File: config.mk
export PLATFORM = sky130hd
export DESIGN_NAME = note_scheduler
export DESIGN_NICKNAME = d
export VERILOG_FILES = /design/src/rtl/note_scheduler.sv
export SDC_FILE = /design/constraint.sdc
export NUM_CORES = 1
export LEC_CHECK = 0
export CORE_ASPECT_RATIO = 0.6
export CORE_MARGIN = 2
export CORE_UTILIZATION = 50
export DETAILED_ROUTE_END_ITERATION = 10
export GPL_TIMING_DRIVEN = 0
export PLACE_DENSITY = 0.86
export SYNTH_ARGS = -nofsm -noshare
export SYNTH_HDL_FRONTEND = slang
export SYNTH_SLANG_ARGS = --single-unit
File: constraint.sdc
create_clock -name clk_i -period 3.6 [get_ports clk_i]
set_input_delay 0.36 -clock clk_i [delete_from_list [all_inputs] [get_ports clk_i]]
set_output_delay 0.36 -clock clk_i [all_outputs]
set_load 0.05 [all_outputs]
File: src/rtl/note_scheduler.sv
// note_scheduler: walks the song's note ROM in address order and releases each note to the
// on-screen note queue LOOKAHEAD ticks before its hit time. It stops at the end marker
// (an entry with frets == 0) or after the last ROM address.
//
// Optional feature macro: NOTE_SCHED_MISS_DROP_EN
//   When defined, entries whose hit time has already passed are dropped rather than emitted,
//   and they are counted on notes_dropped_o.
//
// Ports:
//   clk_i            100 MHz system clock
//   reset_ni         synchronous, active-low reset
//   start_i          single-cycle pulse; (re)starts the song from ROM address 0
//   song_time_i      current song time in 10 ms ticks
//   rom_addr_o       registered note ROM read address
//   rom_data_i       {hit_time[15:0], frets[FRET_W-1:0]}, valid one cycle after rom_addr_o
//   note_valid_o     note presented to the note queue
//   note_ready_i     note queue accepts the note
//   note_time_o      hit time of the presented note
//   note_frets_o     fret mask of the presented note
//   busy_o           high in every state except idle and done
//   song_done_o      high once the end of the song is reached
//   notes_emitted_o  completed valid/ready transfers since start
//   notes_dropped_o  late entries skipped since start (NOTE_SCHED_MISS_DROP_EN only)
module note_scheduler #(
    parameter int unsigned ADDR_W    = 12,
    parameter int unsigned LOOKAHEAD = 200,
    parameter int unsigned FRET_W    = 5
) (
    input  logic                   clk_i,
    input  logic                   reset_ni,
    input  logic                   start_i,
    input  logic [15:0]            song_time_i,
    output logic [ADDR_W-1:0]      rom_addr_o,
    input  logic [16+FRET_W-1:0]   rom_data_i,
    output logic                   note_valid_o,
    input  logic                   note_ready_i,
    output logic [15:0]            note_time_o,
    output logic [FRET_W-1:0]      note_frets_o,
    output logic                   busy_o,
    output logic                   song_done_o,
`ifdef NOTE_SCHED_MISS_DROP_EN
    output logic [ADDR_W:0]        notes_dropped_o,
`endif
    output logic [ADDR_W:0]        notes_emitted_o
);

    typedef enum logic [2:0] {
        StIdle,
        StFetch,
        StWait,
        StCheck,
        StEmit,
        StDone
    } state_e;

    localparam logic [ADDR_W-1:0] LastAddr    = '1;
    localparam logic [ADDR_W-1:0] AddrOne     = {{(ADDR_W-1){1'b0}}, 1'b1};
    localparam logic [ADDR_W:0]   CntOne      = {{ADDR_W{1'b0}}, 1'b1};
    localparam logic [16:0]       Lookahead17 = 17'(LOOKAHEAD);

    state_e              state_q, state_d;
    logic [ADDR_W-1:0]   addr_q, addr_d;
    logic [15:0]         time_q, time_d;
    logic [FRET_W-1:0]   frets_q, frets_d;
    logic [ADDR_W:0]     emitted_q, emitted_d;
`ifdef NOTE_SCHED_MISS_DROP_EN
    logic [ADDR_W:0]     dropped_q, dropped_d;
`endif

    // ROM entry fields and the release decision
    logic [15:0]       rom_time;
    logic [FRET_W-1:0] rom_frets;
    logic [16:0]       due_limit;
    logic              is_end;
    logic              is_due;

    assign rom_time  = rom_data_i[16+FRET_W-1:FRET_W];
    assign rom_frets = rom_data_i[FRET_W-1:0];
    // 17-bit sum so a song time near 65535 cannot wrap the release window
    assign due_limit = {1'b0, song_time_i} + Lookahead17;
    assign is_end    = (rom_frets == '0);
    assign is_due    = ({1'b0, rom_time} <= due_limit);

`ifdef NOTE_SCHED_MISS_DROP_EN
    logic is_late;
    assign is_late = ({1'b0, rom_time} < {1'b0, song_time_i});
`endif

    always_comb begin
        state_d   = state_q;
        addr_d    = addr_q;
        time_d    = time_q;
        frets_d   = frets_q;
        emitted_d = emitted_q;
`ifdef NOTE_SCHED_MISS_DROP_EN
        dropped_d = dropped_q;
`endif
        if (start_i) begin
            // Restart wins over every other transition, even a coincident handshake
            state_d   = StFetch;
            addr_d    = '0;
            emitted_d = '0;
`ifdef NOTE_SCHED_MISS_DROP_EN
            dropped_d = '0;
`endif
        end else begin
            unique case (state_q)
                StIdle: begin
                    state_d = StIdle;
                end
                StFetch: begin
                    state_d = StWait;
                end
                StWait: begin
                    state_d = StCheck;
                end
                StCheck: begin
                    // Recaptured every cycle; the entry is stable while waiting to become due
                    time_d  = rom_time;
                    frets_d = rom_frets;
                    if (is_end) begin
                        state_d = StDone;
`ifdef NOTE_SCHED_MISS_DROP_EN
                    end else if (is_late) begin
                        dropped_d = dropped_q + CntOne;
                        if (addr_q == LastAddr) begin
                            state_d = StDone;
                        end else begin
                            addr_d  = addr_q + AddrOne;
                            state_d = StFetch;
                        end
`endif
                    end else if (is_due) begin
                        state_d = StEmit;
                    end
                end
                StEmit: begin
                    if (note_ready_i) begin
                        emitted_d = emitted_q + CntOne;
                        // No wrap: the last address ends the song
                        if (addr_q == LastAddr) begin
                            state_d = StDone;
                        end else begin
                            addr_d  = addr_q + AddrOne;
                            state_d = StFetch;
                        end
                    end
                end
                StDone: begin
                    state_d = StDone;
                end
                default: begin
                    state_d = StIdle;
                end
            endcase
        end
    end

    always_ff @(posedge clk_i) begin
        if (!reset_ni) begin
            state_q   <= StIdle;
            addr_q    <= '0;
            time_q    <= '0;
            frets_q   <= '0;
            emitted_q <= '0;
`ifdef NOTE_SCHED_MISS_DROP_EN
            dropped_q <= '0;
`endif
        end else begin
            state_q   <= state_d;
            addr_q    <= addr_d;
            time_q    <= time_d;
            frets_q   <= frets_d;
            emitted_q <= emitted_d;
`ifdef NOTE_SCHED_MISS_DROP_EN
            dropped_q <= dropped_d;
`endif
        end
    end

    assign rom_addr_o      = addr_q;
    assign note_valid_o    = (state_q == StEmit);
    assign note_time_o     = time_q;
    assign note_frets_o    = frets_q;
    assign busy_o          = (state_q != StIdle) && (state_q != StDone);
    assign song_done_o     = (state_q == StDone);
    assign notes_emitted_o = emitted_q;
`ifdef NOTE_SCHED_MISS_DROP_EN
    assign notes_dropped_o = dropped_q;
`endif

endmodule
== Word-level counts from Yosys, hierarchy flattened ==
Index checks and enable logic that the tools add are counted.
Storage, ports and cells
  bits in registers: 49
  input port bits: 41
  output and inout port bits: 49
  word-level logic and storage cells: 39
Cells by class
  $add $sub $neg: 3
  order comparisons: 1
  eq/ne operators: 11
  multiplexer cells: 6
  bitwise gates (word level): 3
  reductions and logical operators: 9
Operator list (count)
  $add A16 B8 Y17 const B: 1
  $le A16 B17 Y1: 1
  $pmux W3 S5: 1
  $add A13 B1 Y13 const B: 1
  $add A12 B1 Y12 const B: 1
  $eq A12 B12 Y1 const B: 1
  $mux W3: 4
  $reduce_and A2 Y1: 4
  $eq A3 B2 Y1 const B: 2
  $eq A3 B3 Y1 const B: 2
  $ne A3 B3 Y1 const B: 2
  $logic_not A5 Y1: 1
  $ne A4 B4 Y1 const B: 1
  $eq A3 B1 Y1 const B: 1
  $ne A3 B2 Y1 const B: 1
  $not A1 Y1: 3
  $reduce_and A3 Y1: 1
  $reduce_bool A3 Y1: 1
  $ne A2 B1 Y1 const B: 1
  $reduce_or A2 Y1: 1
  $logic_and A1 B1 Y1: 1
  $mux W1: 1

== Longest topological paths before layout ==
Gate-level depths: netlist of the first run.
  depth in word-level cells: 6
  mapped depth: 11
  gate-level depth less buffers: 11

== Worst setup path before layout of the first run ==
OpenSTA, ideal clock, no wires.
  path kind: input -> register
  start point: input song_time_i[3]
  end point: register state_q[0]
  library setup time: 128 ps
  data arrival time: 2409 ps
  required time: 3472 ps
  slack: 1063 ps
  stages on the path: 11
  path buffers: 0
  cell sequence: ha_1 a21oi_1 a21boi_0 nand3_1 xor2_1 ha_1 a21oi_1 a21oi_1 a2111oi_0 o311a_1 o21ai_0
Between the ends
  longest elaborated chain between the ends: 4
RTL lines
  start: declaration: line 32  | input logic [15:0] song_time_i,
  $add A16 B8 Y17: line 80  | assign due_limit = {1'b0, song_time_i} + Lookahead17;
  $le A16 B17 Y1: line 82  | assign is_due = ({1'b0, rom_time} <= due_limit);
  $ne A4 B4 Y1 (no source line)
  $reduce_and A2 Y1 (no source line)
  end signal: assignment: line 161  | state_q <= StIdle;
  end signal: assignment: line 170  | state_q <= state_d;
  end: declaration: line 61  | state_e state_q, state_d;
No other way between the ends.
A chain may end at the register's enable or synchronous reset.

== Final worst setup path of the first run ==
Same ends and word-level chain as after synthesis.

==> qor.csv, run 1 <==
metric,value,unit
total CTS buffers,5,
Area growth syn-to-layout,39.2,%
Clock power frac,0.321,
count of max-cap constraint violations,0,
Worst Skew,0.00444,ns
I/O pin cnt,90,
Post-Syn Area per Cell,8.30,µm²
Die ar.,6060,µm²
Antenna Cells,0,
Final Critical Period,3.29,ns
initial antenna violation count,0,
unrepaired setup endpoints after global routing,false,
detail-routed via count per cell,5.38,
effective utilization at floorplan,0.527,
proportion of total power due to net switching,0.266,
first-pass GRT wire length,11.4,mm
"Distinct cells, synth",42,
maximum clock insertion buffer count,2,
total number of H-tree levels,2,
"Clk Latency, worst-skew pair",0.31,ns
sw power,0.277,mW
global route total overflow,0,
dpl hpwl,5.37,mm
result of the run,"finished, final reports clean",
horizontal die dimension,99.1,µm
synthesized instance count,327,
"Largest delay share family, worst path",compound AO/OA/AOI/OAI gates,
data arrival time of the worst path,3.48,ns
pins over their slew limit,0,
Tcrit/Tclk final,0.913,
number of cells in the design after placement,482,
fraction of power consumed by combinational cells,0.154,
Post-Route Setup TNS,0,ns
Buf/Inv on CP,1,
hold path depth,2,
Int Power,0.764,mW
Final Total Pwr,1.04,mW
number of enable-type register cells in the synthesized netlist,0,
PD cells,275,nW/µm²
Clock Root Buffer,clkbuf_8,
total core area,5150,µm²
post-synthesis async set-or-reset flop share,0,
most common cell type on the critical path,a21oi_1,
Worst path max stage delay,0.54,ns
crit path max fanout,4,
hold buffer count at cts,0,
Detailed Route Iter0 Violations,147,
Antenna Nets Post-Route,0,
vias after detailed routing,2638,
total of fill cells in the finished design,398,
clock transition at the registers of the reported paths,0.09,ns
Worst Reg-to-Reg Cells,6,
fraction of final layout cells with drive strength greater than 1,0.0354,
number of buffers added for setup after CTS,0,
Seq pwr share,0.525,
number of detailed-route iterations in the first pass,5,
category of the most critical setup path,in -> reg,
yosys synthesis warning count,0,
share of the yosys chip area belonging to registers,0.361,
average wire per cell in the routed design,14.3,µm
final routed DRC violation total,0,
Synth Net Count,387,
number of nets in the finished design,483,
required time at the worst-slack endpoint,3.79,ns
Worst setup EP type,register,
count of endpoints failing setup in the final report,0,
worst path cell trace,clkdlybuf4s50_1 > ha_1 > a21oi_1 > a21boi_0 > nand3_1 > xor2_1 > ha_1 > a21oi_1 > a21oi_1 > a2111oi_0 > o311a_1 > o21ai_0,
Worst VDD drop,0.286,mV
Routability Congestion,0.888,
Highest Clock Rate,304,MHz
overall track demand over capacity in global routing,0.240,
CTS tree,yes,
final cell count without fillers,490,
Post-synth top flop,dfxtp_1,
Setup crit start kind,input port,
TritonCTS sink count,49,
count of input and output buffers,89,
overall routed net length,7.00,mm
number of cells on the critical path,12,
Synth Register Bits,49,
Die Y,61.1,µm
type of the worst min-delay path,reg -> reg,
count of endpoints failing hold in the final timing report,0,
slowest stage cell on the critical path,a21boi_0,
Relative slew margins,0.570,
pin count of the biggest net entering global routing,17,
Site Rows,20,
number of cells upsized or downsized after cts,0,
synthesized area,2720,µm²
leak pwr,1.32,nW
slew of the pin with the lowest slew margin,0.639,ns
via count of the first global-routing pass,2471,
power groups by stage:
stage | logic (mW) | registers [mW] | clock network (mW)
6_report | 0.160 | 0.547 | 0.334
5_1_grt | 0.177 | 0.547 | 0.363
4_1_cts | 0.161 | 0.547 | 0.338
3_5_place_dp | 0.159 | 0.559 | 0
3_3_place_gp | 0.154 | 0.559 | 0
2_1_floorplan | 0.0750 | 0.564 | 0
state kept, by name, indices dropped and copies added (netlist names):
signal	flops
state_q	3
note_time_o	16
note_frets_o	5
rom_addr_o	12
notes_emitted_o	13
area by class of cell:
cell class / count / area, µm² / share of cell area
clock buffer: 5 / 68.8 / 0.0182
clock inverter: 3 / 22.5 / 0.00596
sequential: 49 / 981 / 0.260
timing repair buffer: 89 / 891 / 0.236
tap: 66 / 82.6 / 0.0218
multi-input combinational: 257 / 1640 / 0.435
buffer: 12 / 56.3 / 0.0149
inverter: 9 / 33.8 / 0.00894
through the flow:
step	instance area, µm²	hold slack [ns]	setup slack (ns)	utilization
after global placement	3690	0.450	0.0190	0.716
after CTS	3780	0.470	0.366	0.733
after global routing	3780	0.499	0.0505	0.733
final	3780	0.465	0.313	0.733
after floorplan	2720	0.491	1.06	-
after detailed placement	3690	0.457	0.0190	0.716
path summary, 6_finish.rpt:
check	startpoint	to	slack, ns
max	song_time_i[3]	state_q[0]	0.31
min	note_time_o[12]	note_time_o[12]	0.47
max reg2reg	rom_addr_o[0]	rom_addr_o[1]	1.74
min reg2reg	note_time_o[12]	note_time_o[12]	0.47
synthesized netlist by cell type, types with 2 or more instances:
cell type  count  area share
inv_1          9       0.012
nor3_1         6       0.011
a21boi_0      25       0.069
clkbuf_1       9       0.012
and3b_1        2      0.0065
a211oi_1       3      0.0083
o31ai_1        3      0.0083
and3_1         3      0.0069
or4_1          2      0.0055
a21oi_1       15       0.028
nor2_1        28       0.039
nand2_1       58       0.080
a21o_1         2      0.0055
nand4_1        9       0.021
o21ai_0        6       0.011
nor4_1         3      0.0069
or3_1          4      0.0092
nand3_1       18       0.033
ha_1          19       0.088
dfxtp_1       49        0.36
xnor2_1       19       0.061
nand2b_1       4      0.0092
and4_1         2      0.0065
xor2_1        11       0.035
per-layer routing:
layer	wire length, µm	part of all wire	global-route usage	vias to the layer above
met5	0	0	0	-
met4	93	0.013	0.0724	0
met3	590	0.084	0.0670	12
met2	2920	0.42	0.378	99
met1	3400	0.49	0.328	1195
li1	-	-	-	1332
layout by cell type (no fill, tap or decap), types with 2 or more instances in the layout:
cell             count
nand2b_1             4
clkdlybuf4s50_1     89
inv_1                9
dfxtp_1             49
nand2_1             58
and4_1               2
a211oi_1             3
or4_1                2
a21oi_1             15
o21ai_0              6
clkinvlp_4           3
ha_1                19
clkbuf_8             5
a21boi_0            25
xor2_1              11
nand3_1             18
a21o_1               2
or3_1                4
clkbuf_1             9
nor3_1               6
and3b_1              2
xnor2_1             19
o31ai_1              3
and3_1               3
nor4_1               3
nand4_1              9
nor2_1              28
worst register-to-register path: stages, from the launching register on:
cell and delay (ns):
dfxtp_1 0.47, ha_1 0.28, nand2_1 0.11, nor4_4 0.43, a21oi_1 0.22, mux2i_1 0.19
nor2_1 0.05
kinds of logic after synthesis:
family	Yosys count	share of synthesized area
and+or+nand+nor	147	0.268
AOI/OAI and AO/OA	60	0.150
xor gates and xnor gates	30	0.0968
buffers and inverters	21	0.0332
adders and majority gates	19	0.0876
muxes	1	0.00369
DFF	49	0.361
Note: power is estimated with default switching activity, not from simulation.
==> run 2, diff against run 1 <==
Settings changed: CORE_ASPECT_RATIO 0.6 to 0.7.
==> qor.csv, run 2 (synthesized netlist as in run 1, its figures left out) <==
metric,value,unit,change
result of the run,"finished, final reports clean",,unchanged
slowest stage cell on the critical path,clkdlybuf4s50_1,,was a21boi_0
sw power,0.261,mW,was 0.277 mW
number of flip-flops in the largest register,16,,unchanged
crit path max fanout,4,,unchanged
clock transition at the registers of the reported paths,0.09,ns,about the same
Site Rows,22,,was 20
Die Y,65.7,µm,was 61.1 µm
average wire per cell in the routed design,14.0,µm,was 14.3 µm
leak pwr,1.33,nW,was 1.32 nW
Routability Congestion,0.894,,was 0.888
Detailed Route Iter0 Violations,154,,was 147
number of buffers added for setup after CTS,0,,unchanged
global route total overflow,0,,unchanged
worst path cell trace,clkdlybuf4s50_1 > ha_1 > a21oi_1 > a21boi_0 > nand3_1 > xor2_1 > ha_1 > a21oi_1 > a21oi_1 > a2111oi_0 > o311a_1 > o21ai_0,,unchanged
Int Power,0.802,mW,was 0.764 mW
share of the core filled with cells in the final layout,0.726,,was 0.733
number of cells in the design after placement,488,,was 482
TritonCTS sink count,49,,unchanged
pin count of the biggest net entering global routing,15,,was 17
Antenna Cells,0,,unchanged
horizontal die dimension,92.1,µm,was 99.1 µm
Worst path max stage delay,0.52,ns,was 0.54 ns
Clock Root Buffer,clkbuf_8,,unchanged
overall track demand over capacity in global routing,0.235,,was 0.240
Seq pwr share,0.514,,was 0.525
total core area,5230,µm²,was 5150 µm²
overall routed net length,6.96,mm,was 7.00 mm
fraction of final layout cells with drive strength greater than 1,0.0354,,unchanged
Post-Route Setup TNS,0,ns,unchanged
required time at the worst-slack endpoint,3.78,ns,was 3.79 ns
most common cell type on the critical path,a21oi_1,,unchanged
vias after detailed routing,2663,,was 2638
slew of the pin with the lowest slew margin,0.555,ns,was 0.639 ns
effective utilization at floorplan,0.519,,was 0.527
hold path depth,2,,unchanged
"most common cell after layout, fill and taps aside",clkdlybuf4s50_1,,unchanged
count of max-cap constraint violations,0,,unchanged
Setup crit start kind,input port,,unchanged
Worst Reg-to-Reg Cells,6,,unchanged
flop2flop setup slack,1.74,ns,about the same
final routed DRC violation total,0,,unchanged
total of fill cells in the finished design,427,,was 398
Clock power frac,0.333,,was 0.321
"Worst Setup Slack, final",0.309,ns,was 0.313 ns
detail-routed via count per cell,5.37,,was 5.38
type of the worst min-delay path,reg -> reg,,unchanged
number of detailed-route iterations in the first pass,5,,unchanged
I/O pin cnt,90,,unchanged
Final Critical Period,3.29,ns,about the same
count of endpoints failing setup in the final report,0,,unchanged
"leading cell types in the layout, fill and taps excluded","clkdlybuf4s50_1, nand2_1, dfxtp_1",,unchanged
dpl hpwl,5.43,mm,was 5.37 mm
final cell count without fillers,496,,was 490
count of endpoints failing hold in the final timing report,0,,unchanged
"Clk Latency, worst-skew pair",0.30,ns,was 0.31 ns
Worst Skew,0.00519,ns,was 0.00444 ns
data arrival time of the worst path,3.47,ns,was 3.48 ns
number of nets in the finished design,483,,unchanged
Tcrit/Tclk final,0.914,,was 0.913
maximum clock insertion buffer count,2,,unchanged
CTS tree,yes,,unchanged
category of the most critical setup path,in -> reg,,unchanged
total CTS buffers,5,,unchanged
Buf/Inv on CP,1,,unchanged
"Largest delay share family, worst path",compound AO/OA/AOI/OAI gates,,unchanged
Worst setup EP type,register,,unchanged
total number of H-tree levels,2,,unchanged
first-pass GRT wire length,11.3,mm,was 11.4 mm
count of input and output buffers,89,,unchanged
Final Total Pwr,1.06,mW,was 1.04 mW
initial antenna violation count,0,,unchanged
via count of the first global-routing pass,2457,,was 2471
cell area after layout,3800,µm²,was 3780 µm²
pins over their slew limit,0,,unchanged
total placed instance area,3700,µm²,was 3690 µm²
Antenna Nets Post-Route,0,,unchanged
PD cells,280,nW/µm²,was 275 nW/µm²
Die ar.,6050,µm²,was 6060 µm²
dpl ws,0.0687,ns,was 0.0190 ns
capture endpoint of the worst hold path,note_frets_o[0],,was note_time_o[12]
Relative slew margins,0.627,,was 0.570
worst r2r dst,rom_addr_o[1],,unchanged
Highest Clock Rate,304,MHz,about the same
number of cells upsized or downsized after cts,0,,unchanged
proportion of total power due to net switching,0.246,,was 0.266
hold buffer count at cts,0,,unchanged
worst hold slack after final layout,0.467,ns,was 0.465 ns
launch instance of the worst register-to-register path,rom_addr_o[0],,unchanged
fraction of power consumed by combinational cells,0.153,,was 0.154
unrepaired setup endpoints after global routing,false,,unchanged
Area growth syn-to-layout,39.9,%,was 39.2%
Worst VDD drop,0.233,mV,was 0.286 mV
source of the worst hold timing path,note_frets_o[0],,was note_time_o[12]
run 2: tightest hold or removal path, cell delays in order, from the launching register on:
cell and delay [ns]:
dfxtp_1 0.32, nand2_1 0.04, a21boi_0 0.07
run 2: power by group through the flow:
stage / clock, mW / combinational, mW / sequential (mW)
final: 0.354 / 0.163 / 0.546
after global routing: 0.386 / 0.177 / 0.547
after CTS: 0.362 / 0.162 / 0.546
after detailed placement: 0 / 0.160 / 0.559
after global placement: 0 / 0.155 / 0.559
after floorplan: 0 / 0.0750 / 0.564
run 2: per-layer routing:
metal / GRT usage / wire length (µm) / vias to the layer above
met5: 0 / 0 / -
met4: 0.0765 / 140 / 0
met2: 0.380 / 3140 / 86
met1: 0.313 / 3300 / 1230
met3: 0.0550 / 383 / 15
li1: - / - / 1332
run 2: worst max-delay path by stage:
stage                               from         end  slack [ns]  cells after the start
after floorplan           song_time_i[3]  state_q[0]        1.06                     11
after global placement    song_time_i[3]  state_q[1]        0.06                     12
after detailed placement  song_time_i[3]  state_q[0]        0.07                     12
after CTS                 song_time_i[3]  state_q[1]        0.35                     12
after global routing      song_time_i[3]  state_q[0]        0.04                     12
final                     song_time_i[3]  state_q[1]        0.31                     12
run 2: layout make-up:
class / instances / area [µm²] / share of cell area
repair buffers: 89 / 891 / 0.235
flip-flops and latches: 49 / 981 / 0.258
plain buffers: 12 / 56.3 / 0.0148
clock inverters: 1 / 5.00 / 0.00132
multi-input cells: 257 / 1640 / 0.433
clock buffers: 7 / 96.3 / 0.0254
well taps: 72 / 90.1 / 0.0237
inverters: 9 / 33.8 / 0.00890
==> run 3, diff against run 2 <==
Settings changed: CORE_MARGIN 2 to 4, CORE_UTILIZATION 50 to 35, PLACE_DENSITY 0.86 to unset, SETUP_SLACK_MARGIN set to 0.3.
==> qor.csv, run 3 (synthesized netlist as in run 1, its figures left out) <==
metric,value,unit,change
result of the run,"finished, final reports clean",,unchanged
"Clk Latency, worst-skew pair",0.31,ns,was 0.30 ns
overall track demand over capacity in global routing,0.164,,was 0.235
count of endpoints failing hold in the final timing report,0,,unchanged
Site Rows,26,,was 22
number of detailed-route iterations in the first pass,4,,was 5
pin count of the biggest net entering global routing,16,,was 15
"most common cell after layout, fill and taps aside",clkdlybuf4s50_1,,unchanged
Buf/Inv on CP,1,,unchanged
count of endpoints failing setup in the final report,0,,unchanged
vias after detailed routing,2553,,was 2663
source of the worst hold timing path,note_time_o[5],,was note_frets_o[0]
I/O pin cnt,90,,unchanged
number of buffers added for setup after CTS,0,,unchanged
average wire per cell in the routed design,14.3,µm,was 14.0 µm
Setup crit start kind,input port,,unchanged
detail-routed via count per cell,4.89,,was 5.37
Tcrit/Tclk final,0.855,,was 0.914
met3 wire length,361,µm,was 383 µm
highest metal layer used by the detailed router,met4,,unchanged
global route total overflow,0,,unchanged
M1 wire length,3.93,mm,was 3.30 mm
crit path max fanout,4,,unchanged
Highest Clock Rate,325,MHz,was 304 MHz
PD cells,293,nW/µm²,was 280 nW/µm²
dpl hpwl,5.81,mm,was 5.43 mm
Worst VDD drop,0.202,mV,was 0.233 mV
first-pass GRT wire length,12.2,mm,was 11.3 mm
dpl ws,-0.0351,ns,was 0.0687 ns
"Largest delay share family, worst path",compound AO/OA/AOI/OAI gates,,unchanged
Die Y,81.7,µm,was 65.7 µm
initial antenna violation count,0,,unchanged
maximum clock insertion buffer count,2,,unchanged
DR WL met2,3.13,mm,was 3.14 mm
TritonCTS sink count,49,,unchanged
number of nets in the finished design,483,,unchanged
launch instance of the worst register-to-register path,rom_addr_o[7],,was rom_addr_o[0]
count of input and output buffers,89,,unchanged
category of the most critical setup path,in -> reg,,unchanged
Worst setup EP type,register,,unchanged
final routed DRC violation total,0,,unchanged
Worst path max stage delay,0.52,ns,about the same
Die ar.,9250,µm²,was 6050 µm²
required time at the worst-slack endpoint,3.79,ns,was 3.78 ns
Antenna Cells,0,,unchanged
horizontal die dimension,113,µm,was 92.1 µm
count of max-cap constraint violations,0,,unchanged
"leading cell types in the layout, fill and taps excluded","clkdlybuf4s50_1, nand2_1, dfxtp_1",,unchanged
total number of H-tree levels,2,,unchanged
pins over their slew limit,0,,unchanged
Detailed Route Iter0 Violations,106,,was 154
Relative slew margins,0.633,,was 0.627
CTS tree,yes,,unchanged
worst hold slack after final layout,0.465,ns,was 0.467 ns
total core area,7420,µm²,was 5230 µm²
hold buffer count at cts,0,,unchanged
total CTS buffers,5,,unchanged
overall routed net length,7.46,mm,was 6.96 mm
Clock Root Buffer,clkbuf_8,,unchanged
"Worst Setup Slack, final",0.524,ns,was 0.309 ns
Final Critical Period,3.08,ns,was 3.29 ns
slew of the pin with the lowest slew margin,0.546,ns,was 0.555 ns
slowest stage cell on the critical path,a2111oi_1,,was clkdlybuf4s50_1
data arrival time of the worst path,3.27,ns,was 3.47 ns
worst path cell trace,clkdlybuf4s50_1 > ha_1 > a21oi_1 > a21boi_2 > nand3_1 > xor2_1 > ha_1 > a21oi_1 > a21oi_1 > a2111oi_1 > o311a_1 > o21ai_0,,was clkdlybuf4s50_1 > ha_1 > a21oi_1 > a21boi_0 > nand3_1 > xor2_1 > ha_1 > a21oi_1 > a21oi_1 > a2111oi_0 > o311a_1 > o21ai_0
clock transition at the registers of the reported paths,0.09,ns,about the same
type of the worst min-delay path,reg -> reg,,unchanged
leak pwr,1.34,nW,was 1.33 nW
Worst Skew,0.0113,ns,was 0.00519 ns
fraction of final layout cells with drive strength greater than 1,0.0377,,was 0.0354
worst setup path startpoint,song_time_i[3],,unchanged
Antenna Nets Post-Route,0,,unchanged
via count of the first global-routing pass,2478,,was 2457
number of flip-flops in the largest register,16,,unchanged
cell area after layout,3850,µm²,was 3800 µm²
total placed instance area,3730,µm²,was 3700 µm²
area used by multi-input combinational logic,1650,µm²,was 1640 µm²
unrepaired setup endpoints after global routing,false,,unchanged
Reg area,981,µm²,unchanged
Routability Congestion,0.817,,was 0.894
total of fill cells in the finished design,745,,was 427
most common cell type on the critical path,a21oi_1,,unchanged
Area growth syn-to-layout,41.9,%,was 39.9%
effective utilization at floorplan,0.366,,was 0.519
[run 3: cell types whose count changed in the layout (fill, tap and decap cells not counted), sizes merged]
| cell | before | now |
|---|---|---|
| bufinv | 0 | 1 |
| clkbuf | 16 | 15 |
| clkinv | 1 | 0 |
| clkinvlp | 0 | 1 |
[run 3: path summary, 6_finish.rpt]
check,to,slack (ns),cells after the start
worst min-delay path,note_time_o[5],0.46,2
worst max register to register,state_q[2],1.77,5
worst min register to register,note_time_o[5],0.46,2
worst max-delay path,state_q[1],0.52,12
[run 3: stage by stage]
step	TNS (ns)	util	total power, mW	cells
floorplan	0	-	0.639	327
global placement	-0.120	0.503	0.718	514
detailed placement	-0.0688	0.503	0.720	514
CTS	0	0.519	1.15	522
global route	0	0.520	1.19	522
finish	0	0.520	1.13	522
[run 3: tightest hold or removal path: cells and delay by family, from the launching register on]
| kind | cells | cell delay [ns] |
|---|---|---|
| compound gates | 1 | 0.06 |
| simple gates | 1 | 0.04 |
| flops | 1 | 0.32 |
[run 3: cell type report]
type	instances	share of cell area
repair buffers	89	0.231
clock inverters	2	0.00974
multi-input cells	257	0.428
well taps	98	0.0318
clock buffers	6	0.0214
flip-flops and latches	49	0.255
plain buffers	12	0.0146
inverters	9	0.00877
[run 3: power by group]
part	total (mW)	switching (mW)	internal [mW]	leakage, nW
logic	0.163	0.0794	0.0838	0.887
registers	0.546	0.00207	0.544	0.395
clock network	0.418	0.192	0.226	0.0574
[run 3: per-layer routing]
metal	up-vias	track usage
li1	1330	-
met1	1159	0.234
met2	60	0.245
met3	4	0.0449
met4	0	0.0384
met5	-	0
[run 3: what timing repair did]
item / in CTS / in global routing
gates cloned: 0 / 0
gates resized for setup: 1 / 3
endpoints found under the setup margin: 3 / 3
